**config.mk**
```make
export PLATFORM = sky130hd
export DESIGN_NAME = bm_dag2_rx
export DESIGN_NICKNAME = d
export VERILOG_FILES = /design/src/rtl/bm_dag2_rx_pkg.sv /design/src/rtl/bm_dag2_rx_fifo.sv /design/src/rtl/bm_dag2_rx.sv
export SDC_FILE = /design/constraint.sdc
export NUM_CORES = 1
export LEC_CHECK = 0
export CAP_MARGIN = 10
export CORE_ASPECT_RATIO = 1.75
export CORE_MARGIN = 2
export CORE_UTILIZATION = 50
export DETAILED_ROUTE_END_ITERATION = 7
export GPL_ROUTABILITY_DRIVEN = 0
export GPL_TIMING_DRIVEN = 0
export PLACE_DENSITY = 0.73
export SLEW_MARGIN = 40
export SYNTH_ARGS = -nofsm -noshare
export SYNTH_HDL_FRONTEND = slang
export SYNTH_SLANG_ARGS = --single-unit
```
**constraint.sdc**
```tcl
create_clock -name clock -period 2.3 [get_ports clock]
set_input_delay 0.575 -clock clock [delete_from_list [all_inputs] [get_ports clock]]
set_output_delay 0.575 -clock clock [all_outputs]
set_load 0.01 [all_outputs]
```
**src/rtl/bm_dag2_rx_pkg.sv**
```systemverilog
// Shared defaults, state encoding and sizing helper for the DAG result-stream receiver.
package bm_dag2_rx_pkg;

  localparam int BITS_DEF  = 2;
  localparam int DEPTH_DEF = 4;
  localparam int CNT_W_DEF = 8;

  typedef enum logic [0:0] {
    ST_IDLE  = 1'b0,
    ST_SHIFT = 1'b1
  } state_e;

  // Index width for a table of n entries; never narrower than one bit.
  function automatic int idx_width(input int n);
    return (n > 1) ? $clog2(n) : 1;
  endfunction

endpackage

```
**src/rtl/bm_dag2_rx_fifo.sv**
```systemverilog
// Circular synchronous FIFO with occupancy count; read data is the head entry, no bypass.
module bm_dag2_rx_fifo
  import bm_dag2_rx_pkg::*;
#(
  parameter int WIDTH = 3,
  parameter int DEPTH = 4,
  localparam int PTR_W = idx_width(DEPTH)
) (
  input  logic             clock,
  input  logic             reset_n,
  input  logic             push,
  input  logic [WIDTH-1:0] din,
  input  logic             pop,
  output logic [WIDTH-1:0] dout,
  output logic             full,
  output logic             empty,
  output logic [PTR_W:0]   count
);

  localparam logic [PTR_W:0] FULL_CNT = (PTR_W+1)'(DEPTH);
  localparam logic [PTR_W:0] ZERO_CNT = (PTR_W+1)'(0);

  logic [WIDTH-1:0] mem_r [DEPTH];
  logic [PTR_W-1:0] wr_ptr_r;
  logic [PTR_W-1:0] rd_ptr_r;
  logic [PTR_W:0]   count_r;
  logic             do_push_s;
  logic             do_pop_s;

  // A pop frees the slot the same edge, so push is accepted at full when paired with a pop.
  assign do_pop_s  = pop && (count_r != ZERO_CNT);
  assign do_push_s = push && ((count_r != FULL_CNT) || do_pop_s);

  // Pointer and occupancy bookkeeping; power-of-two depth lets pointers wrap naturally.
  always_ff @(posedge clock or negedge reset_n) begin
    if (!reset_n) begin
      wr_ptr_r <= '0;
      rd_ptr_r <= '0;
      count_r  <= ZERO_CNT;
    end else begin
      if (do_push_s) begin
        wr_ptr_r <= wr_ptr_r + PTR_W'(1);
      end
      if (do_pop_s) begin
        rd_ptr_r <= rd_ptr_r + PTR_W'(1);
      end
      case ({do_push_s, do_pop_s})
        2'b10:   count_r <= count_r + (PTR_W+1)'(1);
        2'b01:   count_r <= count_r - (PTR_W+1)'(1);
        default: count_r <= count_r;
      endcase
    end
  end

  // Storage array write port.
  always_ff @(posedge clock) begin
    if (do_push_s) begin
      mem_r[wr_ptr_r] <= din;
    end
  end

  assign dout  = mem_r[rd_ptr_r];
  assign full  = (count_r == FULL_CNT);
  assign empty = (count_r == ZERO_CNT);
  assign count = count_r;

endmodule

```
**src/rtl/bm_dag2_rx.sv**
```systemverilog
// Receiver: buffers {flag,data} result words and serialises each LSB-first on a 1-bit handshake.
module bm_dag2_rx
  import bm_dag2_rx_pkg::*;
#(
  parameter int BITS  = BITS_DEF,
  parameter int DEPTH = DEPTH_DEF,
  parameter int CNT_W = CNT_W_DEF
) (
  input  logic             clock,
  input  logic             reset_n,
  input  logic             in_valid,
  input  logic [BITS-1:0]  in_data,
  input  logic             in_flag,
  output logic             in_ready,
  output logic             ser_valid,
  output logic             ser_bit,
  output logic             ser_last,
  input  logic             ser_ready,
  output logic [CNT_W-1:0] words_sent,
  output logic             overflow
);

  localparam int WORD_W = BITS + 1;
  localparam int PTR_W  = idx_width(DEPTH);
  localparam int BC_W   = idx_width(WORD_W);
  localparam logic [BC_W-1:0] LAST_IDX = BC_W'(WORD_W - 1);
  localparam logic [PTR_W:0]  FULL_CNT = (PTR_W+1)'(DEPTH);

  logic [WORD_W-1:0] fifo_dout_s;
  logic              fifo_full_s;
  logic              fifo_empty_s;
  logic [PTR_W:0]    fifo_count_s;
  logic              push_s;
  logic              pop_s;
  logic              sent_inc_s;

  state_e            state_r, state_nxt_s;
  logic [WORD_W-1:0] shreg_r, shreg_nxt_s;
  logic [BC_W-1:0]   bitcnt_r, bitcnt_nxt_s;
  logic              valid_r, valid_nxt_s;
  logic              last_r, last_nxt_s;
  logic [CNT_W-1:0]  words_sent_r;
  logic              overflow_r;

  assign in_ready = (fifo_count_s != FULL_CNT);
  assign push_s   = in_valid && !fifo_full_s;

  bm_dag2_rx_fifo #(
    .WIDTH (WORD_W),
    .DEPTH (DEPTH)
  ) u_fifo (
    .clock   (clock),
    .reset_n (reset_n),
    .push    (push_s),
    .din     ({in_flag, in_data}),
    .pop     (pop_s),
    .dout    (fifo_dout_s),
    .full    (fifo_full_s),
    .empty   (fifo_empty_s),
    .count   (fifo_count_s)
  );

  // Next-state logic for the serialiser; outputs are the registered copies below.
  always_comb begin
    state_nxt_s  = state_r;
    shreg_nxt_s  = shreg_r;
    bitcnt_nxt_s = bitcnt_r;
    valid_nxt_s  = valid_r;
    last_nxt_s   = last_r;
    pop_s        = 1'b0;
    sent_inc_s   = 1'b0;
    case (state_r)
      ST_IDLE: begin
        if (!fifo_empty_s) begin
          pop_s        = 1'b1;
          shreg_nxt_s  = fifo_dout_s;
          bitcnt_nxt_s = '0;
          last_nxt_s   = 1'b0;
          valid_nxt_s  = 1'b1;
          state_nxt_s  = ST_SHIFT;
        end else begin
          valid_nxt_s  = 1'b0;
        end
      end
      ST_SHIFT: begin
        if (!ser_ready) begin
          state_nxt_s = ST_SHIFT;
        end else if (last_r) begin
          sent_inc_s = 1'b1;
          // Chain straight into the next word so the stream has no idle bubble.
          if (!fifo_empty_s) begin
            pop_s        = 1'b1;
            shreg_nxt_s  = fifo_dout_s;
            bitcnt_nxt_s = '0;
            last_nxt_s   = 1'b0;
            valid_nxt_s  = 1'b1;
          end else begin
            shreg_nxt_s  = '0;
            bitcnt_nxt_s = '0;
            last_nxt_s   = 1'b0;
            valid_nxt_s  = 1'b0;
            state_nxt_s  = ST_IDLE;
          end
        end else begin
          shreg_nxt_s  = shreg_r >> 1;
          bitcnt_nxt_s = bitcnt_r + BC_W'(1);
          last_nxt_s   = ((bitcnt_r + BC_W'(1)) == LAST_IDX);
        end
      end
      default: begin
        shreg_nxt_s  = '0;
        bitcnt_nxt_s = '0;
        last_nxt_s   = 1'b0;
        valid_nxt_s  = 1'b0;
        state_nxt_s  = ST_IDLE;
      end
    endcase
  end

  // Serialiser state and registered serial outputs.
  always_ff @(posedge clock or negedge reset_n) begin
    if (!reset_n) begin
      state_r  <= ST_IDLE;
      shreg_r  <= '0;
      bitcnt_r <= '0;
      valid_r  <= 1'b0;
      last_r   <= 1'b0;
    end else begin
      state_r  <= state_nxt_s;
      shreg_r  <= shreg_nxt_s;
      bitcnt_r <= bitcnt_nxt_s;
      valid_r  <= valid_nxt_s;
      last_r   <= last_nxt_s;
    end
  end

  // Completed-word counter (wraps) and sticky overflow on an offer while full.
  always_ff @(posedge clock or negedge reset_n) begin
    if (!reset_n) begin
      words_sent_r <= '0;
      overflow_r   <= 1'b0;
    end else begin
      if (sent_inc_s) begin
        words_sent_r <= words_sent_r + CNT_W'(1);
      end
      if (in_valid && fifo_full_s) begin
        overflow_r <= 1'b1;
      end
    end
  end

  assign ser_valid  = valid_r;
  assign ser_bit    = shreg_r[0];
  assign ser_last   = last_r;
  assign words_sent = words_sent_r;
  assign overflow   = overflow_r;

endmodule
```
==> results.ini, run 1 <==
[synth]
synth-warning-count=0
synth-seq-area-share_pct=58.8
syn_area_mm2=0.00163
syn-instance-count=122
syn_avg_cell_area_um2=13.4
syn-num-nets=137
synthTopCellsByArea=dfrtp_1, edfxtp_1, ha_1
yosys_most_used_dff=dfrtp_1
synth_edf_count=12
yosys.area.top_type_share_pct=36.8
yosysUniqueCellTypes=34
synth_area_leader_cell=dfrtp_1
ys_ff_latch=36
async_flop_share_pct=66.7

[clock_tree]
clk-insertion-delay-late_ns=0.29
cts_root_buf=clkbuf_8
holdBufCountCts=0
clockBufferDepth=2
clkTransAtPathRegs_ns=0.07
clock_sinks=36
cts_buffers=5
cts_tree=done
cts_htree_levels=2

[worst_setup_path]
max_stage_delay_ns=0.42
start_kind=input pin
crit_type=input pin to flop
crit_path_top_delay_cell=clkdlybuf4s50_1
cp-end-kind=flop
worstPathRequired_ns=2.51
path_buf_inv=3
crit_fanout=7
cp_cell_sequence=clkdlybuf4s50_1 > a21boi_2 > inv_1 > ha_2 > inv_1 > fa_1 > xor2_1 > nor2_1 > xor2_1
cp.arrival_ns=2.35
cpLargestDelayFamily=buffers and inverters

[die]
ios=20
start_util_pct=52.0
die_h_um=79.6
die-width_um=47.2
dieArea_mm2=0.00376
coreArea_mm2=0.00314
row_count=27

[sta]
whs_ns=0.260
report.final.slew_viol_count=0
hold_viol_final=0
finalClockSkew_ns=0.00274
tightest_slew_ns=0.544
final.period_utilization_pct=93.0
fin_crit_ns=2.14
grt_setup_unrepaired=no
slew_headroom_pct=63.7
setup_slack_ns=0.161
setup_viol=0
fmax_mhz=468

[drt]
vias=1011
wl_per_cell_um=14.4
drc=0
drtAntennaViolNets=0
drt_iter0_drc=6
drt-vias-per-instance=5.24
wl_um=2780
drtPass1Iterations=4

[place]
hpwl_um=2060
dp.cells=184
portBuffers=19
place_ws_ns=-0.335

[cells_and_area]
area_growth_pct=21.1
drive_gt1_share_pct=17.3
nets=164
multiInputGateArea_um2=623
regArea_um2=961
instances_no_fill=193
fill_cells=266
num_antenna_cells=0

[min_path]
hp-class=input pin to asynchronous set/reset pin

[outcome]
status=completed

[power_and_ir_drop]
leakage_nw=0.843
ir_drop_mv=0.831
cellPowerDensity_mw_per_mm2=1190

[grt]
grt_max_degree=25
track_usage_pct=18.2
antenna_found_initial=0
grt_pass1_vias=1056
grt_overflow=0
grt_pass1_wl_um=4730

[job]
cap_violations=0

==> cell usage in the layout, fill, tap and decap left out, drive strengths merged, types with 2 or more instances in the layout <==
cell,Yosys,final
a221o,2,2
and2,5,5
and4b,2,2
buf,4,6
clkbuf,1,6
clkdlybuf4s50,0,17
clkinvlp,0,2
dfrtp,24,24
edfxtp,12,12
ha,7,7
inv,7,7
mux2,2,2
mux2i,2,2
mux4,3,3
nand2,7,7
nand3,4,4
nand4,2,2
nor2,5,5
nor2b,2,2
nor3,3,3
nor3b,2,2
o21ai,3,3
xnor2,5,5
xor2,8,8
==> registers in the layout, indices dropped and copies added (netlist names), 2 cells and up <==
| signal | cells |
|---|---|
| u_fifo.mem_r | 12 |
| words_sent | 8 |
| shreg_r | 3 |
| u_fifo.count | 3 |
| bitcnt_r | 2 |
| u_fifo.rd_ptr_r | 2 |
| u_fifo.wr_ptr_r | 2 |
==> power by group <==
| group | total (W) | internal (W) | switching [W] |
|---|---|---|---|
| clock | 0.000449 | 0.000214 | 0.000234 |
| combinational | 0.000869 | 0.000474 | 0.000395 |
| sequential | 0.00103 | 0.000872 | 0.000161 |
| total | 0.00235 | 0.00156 | 0.000790 |
==> kinds of logic after synthesis <==
| family | share of synthesized area, % |
|---|---|
| flip-flops | 58.8 |
| AO/OA/AOI/OAI | 5.74 |
| XOR/XNOR | 6.97 |
| AND/OR/NAND/NOR | 11.7 |
| adder cells (fa/ha/maj) | 6.58 |
| multiplexers | 6.74 |
| buffers and inverters | 3.45 |
==> Yosys cell counts, types with 2 or more instances <==
library cell	count
and4b_1	2
a221o_1	2
nor3_1	3
dfrtp_1	24
mux2i_1	2
and2_1	4
nand4_1	2
xor2_1	8
mux4_2	3
ha_1	7
mux2_2	2
xnor2_1	5
nor2_1	5
nor3b_1	2
edfxtp_1	12
o21ai_0	3
nand2_1	7
buf_2	3
inv_1	7
nand3_1	4
nor2b_1	2
==> worst register-to-register path: stages (launching register included) <==
cell	delay (ns)
dfrtp_1	0.47
or3_4	0.45
and2_4	0.15
buf_6	0.12
ha_2	0.19
inv_1	0.06
fa_1	0.17
xor2_1	0.15
nor2_1	0.07
xor2_1	0.14
==> metal layers <==
layer  global-route usage [%]  share of wire (%)
met1                     19.0                 37
met2                     31.6                 57
met3                     5.66                3.9
met4                     7.50                2.1
met5                        0                  0
==> worst paths after layout <==
path                                                  start                     endpoint  slack (ns)  cells after the start
worst max-delay path                               in_valid  u_fifo.count[2]$_DFFE_PN0P_        0.16                      9
worst min-delay path                                reset_n    words_sent[6]$_DFFE_PN0P_        0.26                      1
worst max register to register  u_fifo.count[2]$_DFFE_PN0P_  u_fifo.count[2]$_DFFE_PN0P_        0.21                      9
worst min register to register    words_sent[7]$_DFFE_PN0P_    words_sent[7]$_DFFE_PN0P_        0.46                      1
max in group asynchronous                           reset_n      bitcnt_r[0]$_DFFE_PN0P_        1.67                      1
min in group clock                words_sent[7]$_DFFE_PN0P_    words_sent[7]$_DFFE_PN0P_        0.46                      1
==> stage by stage <==
stage                     utilization [%]  setup TNS [ns]  area, µm²  total power [W]
after floorplan                         -               0       1630          0.00159
after global placement               59.8          -0.490       1880          0.00185
after detailed placement             59.6          -0.565       1870          0.00191
after CTS                            62.8               0       1970          0.00238
after global routing                 63.0               0       1980          0.00252
final                                63.0               0       1980          0.00235
==> what timing repair did <==
item / in CTS / in global routing
resized for setup: 2 / 1
buffers inserted: 1 / 0
setup endpoints to repair: 1 / 2
pin swaps: 2 / 0
==> area by class of cell <==
cell class / instances / share of cell area [%]
Inverter: 7 / 1.33
Clock buffer: 5 / 3.48
Clock inverter: 3 / 1.20
Buffer: 5 / 1.52
Sequential cell: 36 / 48.6
Timing Repair Buffer: 20 / 9.68
Tap cell: 43 / 2.72
Multi-Input combinational cell: 74 / 31.5
Power figures use the tool's default switching activity.
==> inputs of run 2 (changes only) <==
--- a/config.mk
+++ b/config.mk
@@ -5,7 +5,7 @@
 export SDC_FILE = /design/constraint.sdc
 export NUM_CORES = 1
 export LEC_CHECK = 0
-export CAP_MARGIN = 10
+export CAP_MARGIN = 30
 export CORE_ASPECT_RATIO = 1.75
 export CORE_MARGIN = 2
 export CORE_UTILIZATION = 50
==> results of run 2 <==
No change in the layout: final DEF, timing and power equal those of run 1.
==> inputs of run 3 (changes only) <==
--- a/config.mk
+++ b/config.mk
@@ -8,11 +8,11 @@
 export CAP_MARGIN = 30
 export CORE_ASPECT_RATIO = 1.75
 export CORE_MARGIN = 2
-export CORE_UTILIZATION = 50
+export CORE_UTILIZATION = 36
 export DETAILED_ROUTE_END_ITERATION = 7
 export GPL_ROUTABILITY_DRIVEN = 0
 export GPL_TIMING_DRIVEN = 0
-export PLACE_DENSITY = 0.73
+export PLACE_DENSITY = 0.56
 export SLEW_MARGIN = 40
 export SYNTH_ARGS = -nofsm -noshare
 export SYNTH_HDL_FRONTEND = slang
==> run 3 against run 2 <==
  * Non-clock buffer count stayed put
  * First-iteration DRC count is 83% higher
  * Combinational power down 0.6%
  * Fmax grew 2.1%
  * Hold slack gained 0.0080 ns
  * Critical path depth is 6 lower
  * Cell count grew 4.1%
  * Sequential cell count unchanged
  * Final area grew 1.6%
  * Sequential power hardly changed
  * Largest power group unchanged
==> results.ini, run 3 (synthesis results as in run 1) <==
[outcome]
status=completed  ; unchanged

[sta]
hold_viol_final=0  ; unchanged
setup_viol=0  ; unchanged
setup_slack_ns=0.204  ; was 0.161 ns
setup-tns-final_ns=0  ; unchanged
whs_ns=0.268  ; was 0.260 ns
fmax_mhz=477  ; was 468 MHz
report.final.slew_viol_count=0  ; unchanged
grt_setup_unrepaired=no  ; unchanged
tightest_slew_ns=0.544  ; about the same
fin_crit_ns=2.10  ; was 2.14 ns
finalClockSkew_ns=0.00549  ; was 0.00274 ns
final.period_utilization_pct=91.1  ; was 93.0%
slew_headroom_pct=63.7  ; about the same

[clock_tree]
cts_tree=done  ; unchanged
holdBufCountCts=0  ; unchanged
cts_buffers=5  ; unchanged
clkTransAtPathRegs_ns=0.07  ; about the same
clock_sinks=36  ; unchanged
clockBufferDepth=2  ; unchanged
cts_htree_levels=2  ; unchanged
clk-insertion-delay-late_ns=0.28  ; was 0.29 ns
cts_root_buf=clkbuf_8  ; unchanged

[grt]
grt_pass1_vias=1049  ; was 1056
grt_overflow=0  ; unchanged
track_usage_pct=13.0  ; was 18.2%
grt_pass1_wl_um=4720  ; was 4730 µm
antenna_found_initial=0  ; unchanged
grt_max_degree=25  ; unchanged

[worst_setup_path]
crit_type=flop to output port  ; was input pin to flop
cp-end-kind=output port  ; was flop
crit_fanout=5  ; was 7
cp.arrival_ns=1.52  ; was 2.35 ns
worstPathRequired_ns=1.73  ; was 2.51 ns
rrSetupSlack_ns=0.24  ; was 0.21 ns
start_kind=flop  ; was input pin

[place]
place_ws_ns=-0.304  ; was -0.335 ns
hpwl_um=2180  ; was 2060 µm
dp.cells=192  ; was 184
portBuffers=19  ; unchanged

[die]
ios=20  ; unchanged
row_count=32  ; was 27
start_util_pct=37.1  ; was 52.0%
coreArea_mm2=0.00440  ; was 0.00314 mm²
dieArea_mm2=0.00512  ; was 0.00376 mm²
die-width_um=54.9  ; was 47.2 µm
die_h_um=93.1  ; was 79.6 µm

[cells_and_area]
instances_no_fill=201  ; was 193
final_common_cell=dfrtp_1  ; unchanged
top_register=u_fifo.mem_r  ; unchanged
fill_cells=418  ; was 266
num_antenna_cells=0  ; unchanged
drive_gt1_share_pct=17.3  ; unchanged
final_cell_mix=dfrtp_1, clkdlybuf4s50_1, edfxtp_1, xor2_1  ; unchanged
area_growth_pct=23.0  ; was 21.1%
nets=164  ; unchanged
regArea_um2=961  ; unchanged
largest_register_ffs=12  ; unchanged
multiInputGateArea_um2=623  ; unchanged

[drt]
drt-vias-per-instance=5.01  ; was 5.24
routed-wl-met2_um=1630  ; was 1580 µm
wl_per_cell_um=14.3  ; was 14.4 µm
drtAntennaViolNets=0  ; unchanged
drc=0  ; unchanged
wl_um=2880  ; was 2780 µm
vias=1007  ; was 1011
drt_iter0_drc=11  ; was 6
top_layer_used=met4  ; unchanged
drt-met1-wl_um=1060  ; was 1030 µm
dr_wl_met3_um=129  ; was 107 µm
drtPass1Iterations=4  ; unchanged

[power_and_ir_drop]
ir_drop_mv=0.802  ; was 0.831 mV
leakage_nw=0.865  ; was 0.843 nW
cellPowerDensity_mw_per_mm2=1210  ; was 1190 mW/mm²

[min_path]
hp-class=input pin to asynchronous set/reset pin  ; unchanged

[job]
cap_violations=0  ; unchanged

## run 3: cell types whose count changed in the layout (fill, tap and decap cells not counted), sizes merged
cell          before  now
bufinv             0    1
dlygate4sd2        1    0
dlymetal6s2s       0    1
clkinvlp           2    1
## run 3: layout make-up
cell class | instances | area share (%)
Clock buffer | 5 | 3.42
Multi-Input combinational cell | 74 | 31.0
Buffer | 5 | 1.49
Inverter | 7 | 1.31
Tap cell | 51 | 3.17
Timing Repair Buffer | 20 | 9.71
Sequential cell | 36 | 47.8
Clock inverter | 3 | 2.12
## run 3: stage by stage
step	util [%]	cell area, µm²	power, W
detailed placement	42.8	1880	0.00191
CTS	45.5	2000	0.00247
finish	45.7	2010	0.00243
floorplan	-	1630	0.00159
global placement	42.9	1890	0.00186
global route	45.7	2010	0.00263
## run 3: metal layers
| layer | track usage, % | vias to the layer above |
|---|---|---|
| li1 | - | 485 |
| met1 | 12.6 | 492 |
| met2 | 23.8 | 24 |
| met3 | 3.83 | 6 |
| met4 | 5.49 | 0 |
| met5 | 0 | - |
## run 3: final timing paths
path                                              from                           to  cells after the start
max in group asynchronous                      reset_n    words_sent[7]$_DFFE_PN0P_                      1
setup reg to reg                  ser_last$_DFFE_PN0P_  u_fifo.count[2]$_DFFE_PN0P_                     10
hold reg to reg              words_sent[7]$_DFFE_PN0P_    words_sent[7]$_DFFE_PN0P_                      1
setup / recovery           u_fifo.count[0]$_DFFE_PN0P_                     in_ready                      3
min in group clock           words_sent[7]$_DFFE_PN0P_    words_sent[7]$_DFFE_PN0P_                      1
hold / removal                                 reset_n      bitcnt_r[0]$_DFFE_PN0P_                      1
## run 3: where the power goes
| group | switching [W] | internal (W) | total, W |
|---|---|---|---|
| Combinational | 0.000391 | 0.000473 | 0.000864 |
| Clock | 0.000219 | 0.000320 | 0.000540 |
| Sequential | 0.000158 | 0.000873 | 0.00103 |
| Total | 0.000768 | 0.00167 | 0.00243 |
## run 3: critical path: stages (launching register included)
cell	delay, ns
dfrtp_1	0.44
nor2_1	0.23
nand2_1	0.09
clkdlybuf4s50_1	0.48
## run 3: what timing repair did
item	CTS	global route
pin swaps	1	1
endpoints found under the setup margin	1	2
gates resized for setup	0	3
setup buffers	1	0
